<file path="src/rtl/stim_pattern_gen_if.sv">
// Control, configuration and sample bus of the stim_pattern_gen test-pattern source.
// The master drives control/config and observes samples; the slave is the generator.
interface stim_pattern_gen_if #(
  parameter int WIDTH    = 18,
  parameter int IDX_W    = 16,
  parameter int FRAMES_W = 8
);
  logic                          sam_clk_ena;
  logic                          start;
  logic                          stop;
  logic [2:0]                    mode;
  logic [IDX_W-1:0]              period;
  logic [IDX_W-1:0]              offset;
  logic signed [WIDTH-1:0]       amplitude;
  logic [FRAMES_W-1:0]           num_frames;
  logic signed [WIDTH-1:0]       x_out;
  logic                          valid;
  logic                          marker;
  logic                          done;
  logic                          running;
  logic signed [WIDTH+IDX_W-1:0] frame_sum;

  modport master (
    output sam_clk_ena, start, stop, mode, period, offset, amplitude, num_frames,
    input  x_out, valid, marker, done, running, frame_sum
  );

  modport slave (
    input  sam_clk_ena, start, stop, mode, period, offset, amplitude, num_frames,
    output x_out, valid, marker, done, running, frame_sum
  );
endinterface

</file>
<file path="src/rtl/stim_pattern_gen.sv">
// Programmable impulse/step/square/4-ASK PRBS/ramp source, one sample per sam_clk_ena.
// Optional per-frame checksum on frame_sum is enabled by defining STIM_PATTERN_GEN_CHECKSUM_EN.
module stim_pattern_gen #(
  parameter int          WIDTH     = 18,
  parameter int          IDX_W     = 16,
  parameter int          FRAMES_W  = 8,
  parameter logic [21:0] LFSR_SEED = 22'h3FFFFF
) (
  input logic            sys_clk,
  input logic            reset,
  stim_pattern_gen_if.slave bus
);
  localparam logic [21:0]             SEED    = (LFSR_SEED == 22'd0) ? 22'd1 : LFSR_SEED;
  localparam logic signed [WIDTH-1:0] MAX_POS = {1'b0, {(WIDTH-1){1'b1}}};
  localparam logic signed [WIDTH-1:0] MIN_NEG = {1'b1, {(WIDTH-1){1'b0}}};
  localparam logic [IDX_W-1:0]        IDX_ONE = {{(IDX_W-1){1'b0}}, 1'b1};
  localparam logic [FRAMES_W-1:0]     FR_ONE  = {{(FRAMES_W-1){1'b0}}, 1'b1};

  typedef enum logic {IDLE, RUN} state_t;

  state_t                  state_q, state_d;
  logic [2:0]              mode_q, mode_d;
  logic [IDX_W-1:0]        period_q, period_d;
  logic [IDX_W-1:0]        offset_q, offset_d;
  logic signed [WIDTH-1:0] amp_q, amp_d;
  logic [FRAMES_W-1:0]     nfr_q, nfr_d;
  logic [IDX_W-1:0]        idx_q, idx_d;
  logic [FRAMES_W-1:0]     frame_cnt_q, frame_cnt_d;
  logic [21:0]             lfsr_q, lfsr_d;
  logic signed [WIDTH-1:0] acc_q, acc_d;
  logic signed [WIDTH-1:0] x_out_q, x_out_d;
  logic                    valid_q, valid_d;
  logic                    marker_q, marker_d;
  logic                    done_q, done_d;

  logic signed [WIDTH-1:0] neg_amp, d1, d3, ramp_val, sample;
  logic [FRAMES_W-1:0]     cnt_inc;
  logic                    restart, advance, frame_end, last_frame;

  // stop wins over start; the cycle carrying done is spent leaving RUN, so enables there are dropped
  assign restart    = !bus.stop && bus.start;
  assign advance    = !bus.stop && !bus.start && (state_q == RUN) && !done_q && bus.sam_clk_ena;
  assign frame_end  = (period_q <= IDX_ONE) || (idx_q == period_q - IDX_ONE);
  assign cnt_inc    = frame_cnt_q + FR_ONE;
  assign last_frame = frame_end && (nfr_q != '0) && (cnt_inc == nfr_q);

  // |d| <= 2^(WIDTH-3), so 3d always fits in WIDTH bits
  assign neg_amp = (amp_q == MIN_NEG) ? MAX_POS : -amp_q;
  assign d1      = amp_q >>> 2;
  assign d3      = d1 + (d1 <<< 1);

  always_comb begin
    ramp_val = (idx_q == '0) ? '0 : acc_q + amp_q;
    sample   = '0;
    case (mode_q)
      3'd1: sample = (idx_q == offset_q) ? amp_q : '0;
      3'd2: sample = (idx_q < offset_q) ? '0 : amp_q;
      3'd3: sample = (idx_q < offset_q) ? amp_q : neg_amp;
      3'd4: begin
        case (lfsr_q[1:0])
          2'b00:   sample = -d3;
          2'b01:   sample = -d1;
          2'b10:   sample = d1;
          default: sample = d3;
        endcase
      end
      3'd5:    sample = ramp_val;
      default: sample = '0;
    endcase
  end

  always_comb begin
    state_d     = state_q;
    mode_d      = mode_q;
    period_d    = period_q;
    offset_d    = offset_q;
    amp_d       = amp_q;
    nfr_d       = nfr_q;
    idx_d       = idx_q;
    frame_cnt_d = frame_cnt_q;
    lfsr_d      = lfsr_q;
    acc_d       = acc_q;
    x_out_d     = x_out_q;
    valid_d     = 1'b0;
    marker_d    = 1'b0;
    done_d      = 1'b0;
    if (bus.stop) begin
      state_d = IDLE;
      x_out_d = '0;
    end else if (restart) begin
      state_d     = RUN;
      mode_d      = bus.mode;
      period_d    = bus.period;
      offset_d    = bus.offset;
      amp_d       = bus.amplitude;
      nfr_d       = bus.num_frames;
      idx_d       = '0;
      frame_cnt_d = '0;
      lfsr_d      = SEED;
      acc_d       = '0;
    end else if (state_q == RUN && done_q) begin
      state_d = IDLE;
      x_out_d = '0;
    end else if (advance) begin
      x_out_d  = sample;
      valid_d  = 1'b1;
      marker_d = (idx_q == offset_q);
      acc_d    = ramp_val;
      lfsr_d   = {lfsr_q[20:0], lfsr_q[21] ^ lfsr_q[20]};
      if (frame_end) begin
        idx_d       = '0;
        frame_cnt_d = cnt_inc;
        done_d      = last_frame;
      end else begin
        idx_d = idx_q + IDX_ONE;
      end
    end
  end

  always_ff @(posedge sys_clk or posedge reset) begin
    if (reset) begin
      state_q     <= IDLE;
      mode_q      <= '0;
      period_q    <= '0;
      offset_q    <= '0;
      amp_q       <= '0;
      nfr_q       <= '0;
      idx_q       <= '0;
      frame_cnt_q <= '0;
      lfsr_q      <= SEED;
      acc_q       <= '0;
      x_out_q     <= '0;
      valid_q     <= 1'b0;
      marker_q    <= 1'b0;
      done_q      <= 1'b0;
    end else begin
      state_q     <= state_d;
      mode_q      <= mode_d;
      period_q    <= period_d;
      offset_q    <= offset_d;
      amp_q       <= amp_d;
      nfr_q       <= nfr_d;
      idx_q       <= idx_d;
      frame_cnt_q <= frame_cnt_d;
      lfsr_q      <= lfsr_d;
      acc_q       <= acc_d;
      x_out_q     <= x_out_d;
      valid_q     <= valid_d;
      marker_q    <= marker_d;
      done_q      <= done_d;
    end
  end

  assign bus.x_out   = x_out_q;
  assign bus.valid   = valid_q;
  assign bus.marker  = marker_q;
  assign bus.done    = done_q;
  assign bus.running = (state_q == RUN);

`ifdef STIM_PATTERN_GEN_CHECKSUM_EN
  logic signed [WIDTH+IDX_W-1:0] sum_acc_q, sum_acc_d, frame_sum_q, frame_sum_d, sum_total;

  assign sum_total = sum_acc_q + {{IDX_W{sample[WIDTH-1]}}, sample};

  always_comb begin
    sum_acc_d   = sum_acc_q;
    frame_sum_d = frame_sum_q;
    if (restart) begin
      sum_acc_d = '0;
    end else if (advance) begin
      if (frame_end) begin
        frame_sum_d = sum_total;
        sum_acc_d   = '0;
      end else begin
        sum_acc_d = sum_total;
      end
    end
  end

  always_ff @(posedge sys_clk or posedge reset) begin
    if (reset) begin
      sum_acc_q   <= '0;
      frame_sum_q <= '0;
    end else begin
      sum_acc_q   <= sum_acc_d;
      frame_sum_q <= frame_sum_d;
    end
  end

  assign bus.frame_sum = frame_sum_q;
`else
  assign bus.frame_sum = '0;
`endif
endmodule

</file>
<file path="src/flat_wrapper.sv">
// flat-port wrapper written by rule: the top's interface ports become plain ports
module stim_pattern_gen_flat 
#(
  parameter int          WIDTH     = 18,
  parameter int          IDX_W     = 16,
  parameter int          FRAMES_W  = 8,
  parameter logic [21:0] LFSR_SEED = 22'h3FFFFF
)
  (sys_clk, reset, bus_sam_clk_ena, bus_start, bus_stop, bus_mode, bus_period, bus_offset, bus_amplitude, bus_num_frames, bus_x_out, bus_valid, bus_marker, bus_done, bus_running, bus_frame_sum);
  stim_pattern_gen_if #(.WIDTH(WIDTH), .IDX_W(IDX_W), .FRAMES_W(FRAMES_W)) bus_i ();
  input logic sys_clk;
  input logic reset;
  input wire logic [$bits(bus_i.sam_clk_ena)-1:0] bus_sam_clk_ena;
  input wire logic [$bits(bus_i.start)-1:0] bus_start;
  input wire logic [$bits(bus_i.stop)-1:0] bus_stop;
  input wire logic [$bits(bus_i.mode)-1:0] bus_mode;
  input wire logic [$bits(bus_i.period)-1:0] bus_period;
  input wire logic [$bits(bus_i.offset)-1:0] bus_offset;
  input wire logic [$bits(bus_i.amplitude)-1:0] bus_amplitude;
  input wire logic [$bits(bus_i.num_frames)-1:0] bus_num_frames;
  output wire logic [$bits(bus_i.x_out)-1:0] bus_x_out;
  output wire logic [$bits(bus_i.valid)-1:0] bus_valid;
  output wire logic [$bits(bus_i.marker)-1:0] bus_marker;
  output wire logic [$bits(bus_i.done)-1:0] bus_done;
  output wire logic [$bits(bus_i.running)-1:0] bus_running;
  output wire logic [$bits(bus_i.frame_sum)-1:0] bus_frame_sum;
  assign bus_i.sam_clk_ena = bus_sam_clk_ena;
  assign bus_i.start = bus_start;
  assign bus_i.stop = bus_stop;
  assign bus_i.mode = bus_mode;
  assign bus_i.period = bus_period;
  assign bus_i.offset = bus_offset;
  assign bus_i.amplitude = bus_amplitude;
  assign bus_i.num_frames = bus_num_frames;
  assign bus_x_out = bus_i.x_out;
  assign bus_valid = bus_i.valid;
  assign bus_marker = bus_i.marker;
  assign bus_done = bus_i.done;
  assign bus_running = bus_i.running;
  assign bus_frame_sum = bus_i.frame_sum;
  stim_pattern_gen #(.WIDTH(WIDTH), .IDX_W(IDX_W), .FRAMES_W(FRAMES_W), .LFSR_SEED(LFSR_SEED)) u_core (.sys_clk(sys_clk), .reset(reset), .bus(bus_i));
endmodule
</file>
<file path="config.mk">
export PLATFORM = sky130hd
export DESIGN_NAME = stim_pattern_gen_flat
export DESIGN_NICKNAME = d
export VERILOG_FILES = /design/src/rtl/stim_pattern_gen_if.sv /design/src/rtl/stim_pattern_gen.sv /design/src/flat_wrapper.sv
export SDC_FILE = /design/constraint.sdc
export NUM_CORES = 1
export LEC_CHECK = 0
export BUFFER_PORTS_ARGS = -buffer_cell sky130_fd_sc_hd__buf_2
export CORE_ASPECT_RATIO = 1.25
export CORE_UTILIZATION = 45
export DETAILED_ROUTE_END_ITERATION = 12
export PLACE_DENSITY = 0.66
export RECOVER_POWER = 100
export SKIP_CTS_REPAIR_TIMING = 1
export SLEW_MARGIN = 10
export SYNTH_ARGS = -nofsm -noshare
export SYNTH_HDL_FRONTEND = slang
export SYNTH_SLANG_ARGS = --single-unit
</file>
<file path="constraint.sdc">
create_clock -name sys_clk -period 3.9 [get_ports sys_clk]
set_input_delay 0.195 -clock sys_clk [delete_from_list [all_inputs] [get_ports sys_clk]]
set_output_delay 0.195 -clock sys_clk [all_outputs]
set_load 0.05 [all_outputs]
</file>
==> implementation parameters, run 1 <==
Parameter                              Value

Layout
  Layout area overhead ... 14.64%
  Ant diodes ... 0
  Layout Nets ... 1565
  Number of filler instances in the final layout ... between 2000 and 2500
  Share of layout cells above drive strength 1 ... a little under an eighth

Hold path
  Worst hold path class ... primary input to flip-flop

STA
  Part of the cycle the worst path needs ... 92.86%
  Slew Limit Headroom ... -126.8%
  Maximum clock skew at final layout ... 0.01311 ns
  Total Negative Setup Slacks ... 0 ns
  Final Hold Vio Count ... 11
  Setup repair after global routing missed its margin ... false
  Highest clock frequency the design can meet ... between 200 and 300 MHz
  Actual slew at the worst max-slew pin ... 3.390 ns
  Hold Slack ... -0.02743 ns
  Total count of max-transition violations in the final report ... 213
  Shortest period the worst path allows ... 3.622 ns
  Final setup violation count ... 0

Synthesis
  Async set-reset flop share out of synthesis ... 100.0%
  Sequential fraction of the synthesis area ... about a third
  Post-synthesis sequential element count ... approximately 150
  Count of warnings emitted by yosys ... 0
  Share of cell area taken by muxes after synthesis ... 1.722%
  Post-Syn Area ... ~0.011 mm2
  Average cell area after synthesis ... 8.261 um2
  Arithmetic-cell share of the synthesized area counting full adders, half adders and majority gates ... 8.349%
  Xor-xnor portion of the synthesized cell area ... 7.345%
  Synthesized instance count ... 1328
  Post-synth EDFFs ... 0
  Largest family of logic cells by synthesized area ... simple AND/OR/NAND/NOR gates
  Share of the synthesized area in compound gates (AO/OA/AOI/OAI) ... 20.03%
  Number of distinct library cells after synthesis ... 79
  Most used DFF post-synth ... sky130_fd_sc_hd__dfrtp_1
  Synth Area in Simple Gates ... roughly 22%

Routing
  Total number of vias ... 9940
  Routed wirelength normalized by instance count ... 17.35 um
  Routed vias/inst ... approximately 5.6
  Drt pass-1 iters ... 5
  DRC violation total after the first TritonRoute iteration ... 757
  Detailed-route DRC error count ... 0
  Post-Route WL ... 30620 um
  Count of antenna-violating nets left after detailed routing ... 0

Floorplanning
  DIE AREA ... 0.02501 mm2
  Floorplan row count ... 63
  Floorplan die height ... ~180 um
  Die W ... 141.7 um
  Top Ports ... 122
  Area of the placeable core ... 0.02381 mm2
  Starting utilization of the core area ... between 40% and 50%

Global routing
  First-pass GRT wire length ... 49410 um
  Congestion Overflow GR ... 0
  Tot GR Track Use ... 25.30%
  Number of antenna violations at the first check in global routing ... 0
  Largest net degree at the start of global routing ... 85
  Number of global-route vias before repair ... 9616

Placement
  Post-detailed-placement half-perimeter wirelength ... 22310 um
  Number of input and output port buffers inserted ... 87
  Routability-driven placement congestion ratio ... 0.9276

Flow run
  Max cap viols ... 4

Run status
  Violations in the final reports ... hold timing, capacitance limit, slew limit
  Result of the run ... finished with violations

Critical path
  Max Fanout on Critical Path ... 8
  Crit start category ... flip-flop
  Endpoint arrival time on the critical path ... 3.93 ns
  Data required, critical path ... 4.20 ns
  Worst setup path class ... flip-flop to flip-flop
  Critical path capture point type ... flip-flop

CTS
  Skew-Pair Late Insertion Delay ... 0.43 ns
  Library cell used as clock root buffer ... sky130_fd_sc_hd__clkbuf_16
  CTS sink cnt ... 147
  Clock-pin slew on the worst setup and hold paths ... 0.06 ns
  Maximum level of the CTS H-tree ... 4
  TritonCTS clock tree ... done
  Cts bufs inserted ... 17
  Maximum clock path buffer count ... 2

Power and ir drop
  Ratio of total power to cell area ... between 400 and 500 mW/mm2
  Post-layout total power ... 5.272 mW
  Static Leakage ... 5.661 nW
  Maximum ir drop on the vdd rail ... 0.2895 mV
## critical path: stages (launching register included)
cell and delay (ns):
sky130_fd_sc_hd__dfrtp_1 0.49, sky130_fd_sc_hd__ha_1 0.28, sky130_fd_sc_hd__fa_1 0.44, sky130_fd_sc_hd__a211oi_1 0.37, sky130_fd_sc_hd__o21ai_0 0.24, sky130_fd_sc_hd__nand2_1 0.13, sky130_fd_sc_hd__xor2_1 0.26, sky130_fd_sc_hd__nor3b_1 0.38
sky130_fd_sc_hd__and3b_1 0.37, sky130_fd_sc_hd__a2111oi_0 0.16, sky130_fd_sc_hd__o31ai_1 0.26, sky130_fd_sc_hd__a31oi_1 0.11
## power breakdown
part	total [mW]	internal (mW)	switching, mW
registers	1.83	1.67	0.163
clock network	1.77	1.11	0.661
logic	1.67	0.626	1.05
total	5.27	3.40	1.87
## routing by layer
layer,GRT usage (%),vias to the layer above,part of all wire (%)
met5,0,-,0
met1,31.48,4749,44
met4,10.26,0,2.9
li1,-,4849,-
met3,3.607,60,4.5
met2,43.84,282,49
## sequential cells by signal, indices dropped and copies added (netlist names), 8 cells and up
signal              count
u_core.acc_q           18
u_core.period_q        16
u_core.idx_q           16
u_core.offset_q        16
u_core.bus.x_out       18
u_core.nfr_q            8
u_core.amp_q           18
u_core.lfsr_q          22
u_core.frame_cnt_q      8
## area by class of cell
| class | count | area (um2) | area share, % |
|---|---|---|---|
| multi-input combinational | 1050 | 6634 | 52.75 |
| sequential | 147 | 3706 | 29.47 |
| timing repair buffer | 150 | 978.4 | 7.780 |
| clock buffer | 24 | 471.7 | 3.750 |
| tap | 325 | 406.6 | 3.233 |
| inverter | 61 | 230.2 | 1.830 |
| clock inverter | 8 | 150.1 | 1.194 |
## cells in the mapped netlist (12+ instances only)
library cell               count  area, um2
sky130_fd_sc_hd__nand2_1     223      837.1
sky130_fd_sc_hd__nor2_1       55      206.5
sky130_fd_sc_hd__nor3_1       29      145.1
sky130_fd_sc_hd__dfstp_2      22      578.1
sky130_fd_sc_hd__ha_1         70      875.8
sky130_fd_sc_hd__a21oi_1      74      370.4
sky130_fd_sc_hd__o21ai_0     111      555.5
sky130_fd_sc_hd__a211oi_1     12      90.09
sky130_fd_sc_hd__xor2_1       31      271.5
sky130_fd_sc_hd__nand4_1      17      106.4
sky130_fd_sc_hd__dfrtp_1     125       3128
sky130_fd_sc_hd__buf_4        34      255.2
sky130_fd_sc_hd__a31oi_1      14      87.58
sky130_fd_sc_hd__inv_1        60      225.2
sky130_fd_sc_hd__nand3_1      64      320.3
sky130_fd_sc_hd__a21o_1       20      150.1
sky130_fd_sc_hd__clkbuf_1     62      232.7
sky130_fd_sc_hd__xnor2_1      61      534.3
## path summary, 6_finish.rpt
kind,from,end,slack [ns],cells after the start
min reg2reg,u_core.lfsr_q[20]$_DFFE_PP1P_,u_core.lfsr_q[21]$_DFFE_PP1P_,0.47,2
min,bus_amplitude[14],u_core.amp_q[14]$_DFFE_PP0P_,-0.03,3
max in group asynchronous,reset,u_core.nfr_q[1]$_DFFE_PP0P_,0.95,3
max,u_core.amp_q[3]$_DFFE_PP0P_,u_core.bus.x_out[13]$_DFFE_PP0P_,0.28,11
max reg2reg,u_core.amp_q[3]$_DFFE_PP0P_,u_core.bus.x_out[13]$_DFFE_PP0P_,0.28,11
min in group asynchronous,reset,u_core.offset_q[7]$_DFFE_PP0P_,0.21,2
## cell usage in the layout, fill, tap and decap left out, types with 11 or more instances in the layout
cell                            instances
sky130_fd_sc_hd__xor2_1                31
sky130_fd_sc_hd__mux2i_1               11
sky130_fd_sc_hd__a211oi_1              12
sky130_fd_sc_hd__xnor2_1               61
sky130_fd_sc_hd__clkbuf_16             17
sky130_fd_sc_hd__buf_2                 63
sky130_fd_sc_hd__o21ai_0              114
sky130_fd_sc_hd__clkbuf_1              31
sky130_fd_sc_hd__o31ai_1               11
sky130_fd_sc_hd__inv_1                 59
sky130_fd_sc_hd__ha_1                  70
sky130_fd_sc_hd__a31oi_1               13
sky130_fd_sc_hd__nand3_1               64
sky130_fd_sc_hd__a21oi_1               74
sky130_fd_sc_hd__conb_1                34
sky130_fd_sc_hd__buf_4                 18
sky130_fd_sc_hd__nand4_1               17
sky130_fd_sc_hd__nor3_1                29
sky130_fd_sc_hd__a21o_1                20
sky130_fd_sc_hd__nand2_1              223
sky130_fd_sc_hd__nor2b_1               11
sky130_fd_sc_hd__a22o_1                11
sky130_fd_sc_hd__nor2_1                57
sky130_fd_sc_hd__dfstp_2               22
sky130_fd_sc_hd__dlygate4sd3_1         40
sky130_fd_sc_hd__dfrtp_1              125
## metrics by stage
| stage | instance area (um2) | std cells | worst slack, ns | util (%) |
|---|---|---|---|---|
| after floorplan | 11100 | 1361 | 0.8096 | - |
| after global placement | 11630 | 1693 | 0.4530 | 48.85 |
| after detailed placement | 11630 | 1693 | 0.3431 | 48.85 |
| after CTS | 12250 | 1725 | 0.3141 | 51.46 |
| after global routing | 12580 | 1765 | 0.06699 | 52.83 |
| final | 12580 | 1765 | 0.2783 | 52.83 |
## cell families after synthesis
logic type,count (synthesis)
DFF,147
AOI/OAI and AO/OA,343
buffers and inverters,164
adders and majority gates,72
other,1
and+or+nand+nor,493
muxes,16
xor gates and xnor gates,92
(Power assumes the default switching activity.)
==> run 2: changes to the inputs <==
CTS_BUF_LIST = sky130_fd_sc_hd__clkbuf_8   (was unset)
==> run 2 against run 1 <==
Compared with the run above:
- the run ends with capacitance limit, slew limit left
- maximum frequency up 0.31%
- count of clock-buffer cells in the layout down 5
- cell count up 1.3%
- clock power down 24%
- final area up 0.28%
- non-clock buffer count up 23
- utilization is 0.15 points higher
- largest cell class unchanged
- highest routed layer unchanged
==> implementation parameters, run 2 (synthesis gave the netlist of run 1 again) <==
Parameter                              Value

Run status
  Result of the run ... finished with violations
  Violations in the final reports ... capacitance limit, slew limit

STA
  Maximum clock skew at final layout ... 0.02138 ns (+0.008275 ns)
  Shortest period the worst path allows ... 3.610 ns (-0.01136 ns)
  Slew Limit Headroom ... -36.75% (+90 points)
  Final Hold Vio Count ... 0 (-11)
  Highest clock frequency the design can meet ... 277.0 MHz (+0.31%)
  Final setup violation count ... 0 (unchanged)
  Total Negative Setup Slacks ... 0 ns (unchanged)
  Total count of max-transition violations in the final report ... 127 (-40%)
  Setup repair after global routing missed its margin ... false
  Part of the cycle the worst path needs ... 92.57% (-0.29 points)
  Actual slew at the worst max-slew pin ... 2.049 ns (-1.341 ns)
  Final setup margin ... 0.2897 ns (+0.01136 ns)

Layout
  Max reg flops ... 22 (unchanged)
  Layout Nets ... 1588 (+1.5%)
  Biggest register ... u_core.lfsr_q
  Ant diodes ... 0 (unchanged)
  Number of filler instances in the final layout ... 2290 (+0.31%)
  Share of layout cells above drive strength 1 ... 11.48% (-0.39 points)
  Layout area overhead ... 14.96%
  Most common cell after layout, fill and taps aside ... sky130_fd_sc_hd__nand2_1
  Most frequent cells in the layout ... 223 x sky130_fd_sc_hd__nand2_1, 125 x sky130_fd_sc_hd__dfrtp_1, 114 x sky130_fd_sc_hd__o21ai_0
  Post-Layout Cell Count ... 1788 (+1.3%)

Routing
  Detailed-route DRC error count ... 0 (unchanged)
  Count of antenna-violating nets left after detailed routing ... 0 (unchanged)
  DRC violation total after the first TritonRoute iteration ... 753 (-0.53%)
  Total number of vias ... 10047 (+1.1%)
  Routed vias/inst ... 5.619 (-0.22%)
  Drt pass-1 iters ... 7 (+2)
  Routed wirelength normalized by instance count ... 17.40 um (+0.32%)
  Post-Route WL ... 31120 um (+1.6%)

CTS
  CTS sink cnt ... 147 (unchanged)
  Cts bufs inserted ... 17 (unchanged)
  Maximum clock path buffer count ... 2 (unchanged)
  TritonCTS clock tree ... done
  Maximum level of the CTS H-tree ... 4 (unchanged)
  Skew-Pair Late Insertion Delay ... 0.48 ns (+0.05 ns)
  Clock-pin slew on the worst setup and hold paths ... 0.09 ns (+0.03 ns)
  Library cell used as clock root buffer ... sky130_fd_sc_hd__clkbuf_8

Critical path
  Number of cell instances on the worst register-to-register path ... 11 (unchanged)
  Max Fanout on Critical Path ... 8 (unchanged)
  Worst setup path class ... flip-flop to flip-flop
  Data required, critical path ... 4.26 ns (+0.06 ns)
  Endpoint arrival time on the critical path ... 3.97 ns (+0.04 ns)
  Critical path capture point type ... flip-flop
  Crit start category ... flip-flop
  Flop-to-flop setup slack ... 0.29 ns (about the same)
  Reg-to-reg startpoint ... u_core.amp_q[3]$_DFFE_PP0P_
  RR Endpoint ... u_core.bus.x_out[13]$_DFFE_PP0P_

Power and ir drop
  Static Leakage ... 5.676 nW (+0.27%)
  Post-layout total power ... 4.862 mW (-7.8%)
  Maximum ir drop on the vdd rail ... 0.2301 mV (-20%)
  Ratio of total power to cell area ... 385.5 mW/mm2 (-8.0%)

Floorplanning
  Starting utilization of the core area ... 46.08% (unchanged)
  DIE AREA ... 0.02501 mm2 (unchanged)
  Floorplan die height ... 176.6 um (unchanged)
  Area of the placeable core ... 0.02381 mm2 (unchanged)
  Top Ports ... 122 (unchanged)
  Die W ... 141.7 um (unchanged)
  Floorplan row count ... 63 (unchanged)

Global routing
  First-pass GRT wire length ... 49270 um (-0.28%)
  Tot GR Track Use ... 25.28% (about the same)
  Congestion Overflow GR ... 0 (unchanged)
  Number of antenna violations at the first check in global routing ... 0 (unchanged)
  Number of global-route vias before repair ... 9572 (-0.46%)
  Largest net degree at the start of global routing ... 85 (unchanged)

Flow run
  Max cap viols ... 3 (-1)

Hold path
  Cell count of the worst hold path ... 3 (unchanged)
  Worst hold path class ... primary input to flip-flop
  Origin of the worst min-delay path ... bus_start
  Terminating pin of the worst hold path ... u_core.bus.running$_DFFE_PP0P_

Placement
  Placed Instances ... 1693 (unchanged)
  Number of input and output port buffers inserted ... 87 (unchanged)
  Routability-driven placement congestion ratio ... 0.9276 (unchanged)
  Post-detailed-placement half-perimeter wirelength ... 22310 um (unchanged)
  Post-Place Setup Slack ... 0.3431 ns (unchanged)
-- run 2: cell types whose count changed in the layout (fill, tap and decap cells not counted), sizes merged --
| cell | previous run | this run |
|---|---|---|
| clkbuf | 52 | 50 |
| inv | 59 | 64 |
| dlygate4sd3 | 40 | 63 |
| buf | 82 | 79 |
-- run 2: area by class of cell --
cell class	instances	area (um2)	area share, %
Inverter	61	230.2	1.825
Sequential cell	147	3706	29.38
Clock buffer	19	261.5	2.073
Tap cell	325	406.6	3.224
Timing Repair Buffer	173	1210	9.593
Multi-Input combinational cell	1050	6629	52.56
Clock inverter	13	168.9	1.339
-- run 2: metal layers --
layer  global-route usage [%]  share of wire (%)  wire [um]
met1                    31.58                 43      13500
met2                    43.80                 49      15280
met3                    3.689                4.5       1399
met4                    9.767                3.0        937
met5                        0                  0          0
-- run 2: how the worst max path moves through the flow --
stage                                 startpoint                          endpoint
floorplan            u_core.amp_q[2]$_DFFE_PP0P_  u_core.bus.x_out[11]$_DFFE_PP0P_
global placement     u_core.amp_q[3]$_DFFE_PP0P_  u_core.bus.x_out[16]$_DFFE_PP0P_
detailed placement   u_core.amp_q[3]$_DFFE_PP0P_  u_core.bus.x_out[16]$_DFFE_PP0P_
CTS                  u_core.amp_q[3]$_DFFE_PP0P_  u_core.bus.x_out[16]$_DFFE_PP0P_
global route        u_core.idx_q[11]$_DFFE_PP0P_  u_core.bus.x_out[11]$_DFFE_PP0P_
finish               u_core.amp_q[3]$_DFFE_PP0P_  u_core.bus.x_out[13]$_DFFE_PP0P_
-- run 2: through the flow --
stage | utilization, % | area, um2 | hold slack (ns)
CTS | 50.66 | 12060 | -0.1301
finish | 52.98 | 12610 | 0.01416
detailed placement | 48.85 | 11630 | 0.3880
floorplan | - | 11100 | 0.2614
global placement | 48.85 | 11630 | 0.3839
global route | 52.98 | 12610 | 0.006561
-- run 2: critical path, cell delays in order (launching register included) --
cell and delay [ns]:
sky130_fd_sc_hd__dfrtp_1 0.50, sky130_fd_sc_hd__ha_1 0.28, sky130_fd_sc_hd__fa_1 0.43, sky130_fd_sc_hd__a211oi_1 0.37, sky130_fd_sc_hd__o21ai_0 0.23, sky130_fd_sc_hd__nand2_1 0.13
sky130_fd_sc_hd__xor2_1 0.25, sky130_fd_sc_hd__nor3b_1 0.38, sky130_fd_sc_hd__and3b_1 0.37, sky130_fd_sc_hd__a2111oi_0 0.15, sky130_fd_sc_hd__o31ai_1 0.26, sky130_fd_sc_hd__a31oi_1 0.11
-- run 2: power by group --
group | switching (mW) | internal (mW) | leakage, nW
clock network | 0.619 | 0.720 | 0.232
registers | 0.163 | 1.67 | 1.87
logic | 1.05 | 0.641 | 3.58
